`src/rtl/counter_share_scheduler.sv`:
```
// counter_share_scheduler: round-robin arbiter that lends one up-counter to NUM_REQ requesters,
// running each granted owner for (len+1) enabled ticks and pulsing done or abort back to it.
module counter_share_scheduler #(
    parameter int NUM_REQ = 4,
    parameter int CNT_W   = 4
) (
    input  logic                     clk,
    input  logic                     rst_n,
    input  logic [NUM_REQ-1:0]       req,
    input  logic [NUM_REQ*CNT_W-1:0] req_len,
    input  logic                     tick_en,
    output logic [NUM_REQ-1:0]       grant,
    output logic                     busy,
    output logic [CNT_W-1:0]         count,
    output logic [NUM_REQ-1:0]       done,
    output logic                     abort
);
    localparam int IW = $clog2(NUM_REQ);

    typedef enum logic [1:0] {IDLE, RUN, DONE} state_t;

    state_t           state;
    logic [IW-1:0]    last, win;
    logic [CNT_W-1:0] len_q, len_sel;

    // Scan offsets from farthest to nearest so the nearest requester after last wins.
    always_comb begin
        win = last;
        for (int k = NUM_REQ; k >= 1; k--)
            if (req[(int'(last) + k) % NUM_REQ]) win = IW'((int'(last) + k) % NUM_REQ);
        len_sel = req_len[int'(win)*CNT_W +: CNT_W];
    end

    // last doubles as the owner index while a run is in progress.
    always_ff @(posedge clk or negedge rst_n) begin
        if (!rst_n) begin
            state <= IDLE;
            grant <= '0;
            busy  <= 1'b0;
            count <= '0;
            done  <= '0;
            abort <= 1'b0;
            len_q <= '0;
            last  <= IW'(NUM_REQ - 1);
        end else begin
            case (state)
                IDLE: begin
                    done  <= '0;
                    abort <= 1'b0;
                    if (|req) begin
                        grant <= NUM_REQ'(1) << win;
                        busy  <= 1'b1;
                        count <= '0;
                        len_q <= len_sel;
                        last  <= win;
                        state <= RUN;
                    end
                end
                RUN: begin
                    if (!req[last]) begin
                        abort <= 1'b1;
                        grant <= '0;
                        busy  <= 1'b0;
                        count <= '0;
                        state <= IDLE;
                    end else if (tick_en && count == len_q) begin
                        done  <= grant;
                        grant <= '0;
                        busy  <= 1'b0;
                        state <= DONE;
                    end else if (tick_en) begin
                        count <= count + 1'b1;
                    end
                end
                DONE: begin
                    done  <= '0;
                    count <= '0;
                    state <= IDLE;
                end
                default: state <= IDLE;
            endcase
        end
    end
endmodule

```
`config.mk`:
```
export PLATFORM = sky130hd
export DESIGN_NAME = counter_share_scheduler
export DESIGN_NICKNAME = d
export VERILOG_FILES = /design/src/rtl/counter_share_scheduler.sv
export SDC_FILE = /design/constraint.sdc
export NUM_CORES = 1
export LEC_CHECK = 0
export CORE_ASPECT_RATIO = 2
export CORE_MARGIN = 4
export CORE_UTILIZATION = 47
export CTS_CLUSTER_SIZE = 8
export DETAILED_ROUTE_END_ITERATION = 10
export PLACE_DENSITY_LB_ADDON = 0.25
export SLEW_MARGIN = 20
export SYNTH_ARGS = -nofsm -noshare
export SYNTH_HDL_FRONTEND = slang
export SYNTH_SLANG_ARGS = --single-unit
```
`constraint.sdc`:
```
create_clock -name clk -period 2.7 [get_ports clk]
set_input_delay 0.54 -clock clk [delete_from_list [all_inputs] [get_ports clk]]
set_output_delay 0.54 -clock clk [all_outputs]
set_load 0.1 [all_outputs]
```
==> out/results.ini <==
[logic_synthesis]
syn_avg_cell_area_um2 = 11.01
yosys_warnings = 0
synthTopCellsByCount = dfrtp_1 (20), nand2_1 (7), nand2b_1 (6)
syn-cell-area_um2 = 1310
yosysMostFrequentCell = dfrtp_1
syn_inst = 119
synth_edf_count = 0
synthArstFlopShare = 1.000
seq_area_frac_synth = 0.4222
synthTopCellsByArea = dfrtp_1 (38%), dfstp_2 (4.0%), mux2i_1 (3.8%), mux2_1 (3.4%), nand2b_1 (2.9%)
synth_cell_types = 44
ys.flop_type = dfrtp_1
ys_ff_latch = 22
yosysTopAreaCellShare = 0.3820
yosysTopAreaCell = dfrtp_1
synth_fp_nets = 143

[sta]
final_max_slew_viol_count = 0
setup_violations = 0
maxSlewHeadroom = 0.4245
fmax_ghz = 0.4105
final.setup_skew_ns = 0.004720
post-route-period-util = 0.9023
finalHoldViolCount = 0
timing.setup.tns_ns = 0
rsz0062_at_grt = no
fin_ws_ns = 0.2637
max_slew.worst_pin.slew_ns = 0.8615
finalCriticalPeriod_ns = 2.436

[floorplan]
fp.dieH_um = 82.66
ioPinCount = 37
initial_utilization = 0.5034
die_area_um2 = 3747
die_w_um = 45.33
std_cell_rows = 26
core_um2 = 2603

[clocking]
htreeDepth = 1
ctsRootBufferMaster = clkbuf_8
insertion_delay_ns = 0.26
postCtsHoldBufs = 0
cts_tree = done
cts-buffers-inserted = 3
cts.clk_slew.worst_paths_ns = 0.08
post-cts-setup-buffer-count = 0
cts_buffer_depth = 2
cts_sinks = 22
cts.repair.resized = 0

[power]
ir_worst_vdd_uv = 862.3
power.leakage_nw = 0.7559
p_per_area_nw_per_um2 = 1160
totalPowerFinal_mw = 2.058

[final_layout]
drive_gt1_frac = 0.2454
final_cells = 191
area_growth_syn_to_layout_pct = 35.43
postLayoutCoreUtil = 0.6817
nets = 188
diodes = 0

[global_routing]
grt_max_degree = 23
grt_pass1_wl_mm = 5.285
gr-total-overflow = 0
antenna_found_initial = 0
gr-usage-all-layers = 0.1939
grt_pass1_vias = 1174

[critical_path]
crit_arrival_ns = 2.59
crit_buf_inv = 1
crit_type = in2reg
critPathMaxStageDelay_ns = 0.69
critPathLaunchType = input pin
cp_slowest_cell = nor2b_1
cp.required_ns = 2.85
cp_max_fo = 13
cp_cell_sequence = clkdlybuf4s50_1 -> or4_1 -> nor2b_1 -> o31ai_2 -> a211o_1 -> o221a_2
cp-end-kind = flop
crit_family = simple AND/OR/NAND/NOR gates

[place]
portBuffers = 36
place_hpwl_mm = 2.626
post-place-ws_ns = 0.06100
gp_congestion = 0.8755
post-place-cells = 187

[detailed_routing]
firstDrtPassIters = 4
remaining_drc_errors = 0
vias = 1119
drt_iter0_markers = 32
avgRoutedWirePerCell_um = 16.97
via_per_inst = 5.859
antenna_left = 0
wl_mm = 3.242

[worst_hold_path]
hold_class = reg2reg

[status]
status = finished, final reports clean

[flow_run]
max_cap_viol_count = 0

-- flip-flops by register name, summed over array words and instances, names as in the netlist --
signal / flops
count: 4
last: 2
state: 2
abort: 1
busy: 1
len_q: 4
grant: 4
done: 4
-- worst paths after layout --
kind,from,endpoint,slack [ns],cells past startpoint
setup / recovery,req[3],len_q[1],0.26,6
hold / removal,busy,busy,0.49,1
setup reg to reg,state[0],len_q[1],0.32,5
hold reg to reg,busy,busy,0.49,1
max in group asynchronous,rst_n,last[1],1.80,2
min in group asynchronous,rst_n,count[3],0.62,2
-- cells by family after synthesis --
| group | after synthesis | synth area share |
|---|---|---|
| AND/OR/NAND/NOR | 43 | 0.2054 |
| multiplexers | 11 | 0.1003 |
| XOR/XNOR | 4 | 0.02675 |
| flip-flops | 22 | 0.4222 |
| AO/OA/AOI/OAI | 32 | 0.2120 |
| buffers and inverters | 6 | 0.02387 |
| adder cells (fa/ha/maj) | 1 | 0.009550 |
-- per-layer routing --
layer	GRT usage	share of wire	wire length, um
met1	0.1907	0.34	1112
met5	0	0	0
met4	0.07918	0.014	46
met3	0.01735	0.036	116
met2	0.3849	0.61	1967
-- through the flow --
step	area, um2	hold slack, ns
6_report	1774	0.4948
4_1_cts	1774	0.4987
5_1_grt	1774	0.5356
3_5_place_dp	1703	0.4767
3_3_place_gp	1703	0.4761
2_1_floorplan	1310	0.2444
-- worst register-to-register path: cells and delay by family (launching register included) --
family / cells / cell delay, ns
AND/OR/NAND/NOR: 2 / 1.05
AO/OA/AOI/OAI: 3 / 0.74
flip-flops: 1 / 0.48
-- area by class of cell --
| cell class | count | area [um2] |
|---|---|---|
| Tap cell | 28 | 35.03 |
| Sequential cell | 22 | 553.0 |
| Inverter | 3 | 11.26 |
| Clock buffer | 3 | 41.29 |
| Timing Repair Buffer | 43 | 377.9 |
| Clock inverter | 1 | 30.03 |
| Multi-Input combinational cell | 91 | 725.7 |
| Fill cell | 214 | 828.3 |
-- report_power, final --
| part | total [mW] | switching (mW) | leakage (nW) | internal [mW] |
|---|---|---|---|---|
| combinational | 1.17 | 0.756 | 0.441 | 0.413 |
| clock | 0.303 | 0.105 | 0.0357 | 0.198 |
| sequential | 0.586 | 0.134 | 0.279 | 0.452 |
| total | 2.06 | 0.995 | 0.756 | 1.06 |
-- cell usage in the layout (no fill, tap or decap), drive strengths merged, types with 4 or more instances in the layout --
cell	netlist	final
a21o	4	4
o221a	4	4
nor2b	5	5
nor2	5	5
buf	2	21
mux2i	7	7
clkdlybuf4s50	0	22
mux2	4	4
nand3	4	4
nand2	7	7
dfrtp	20	20
nand2b	6	6
o21ai	5	5
Power figures use the tool's default switching activity.
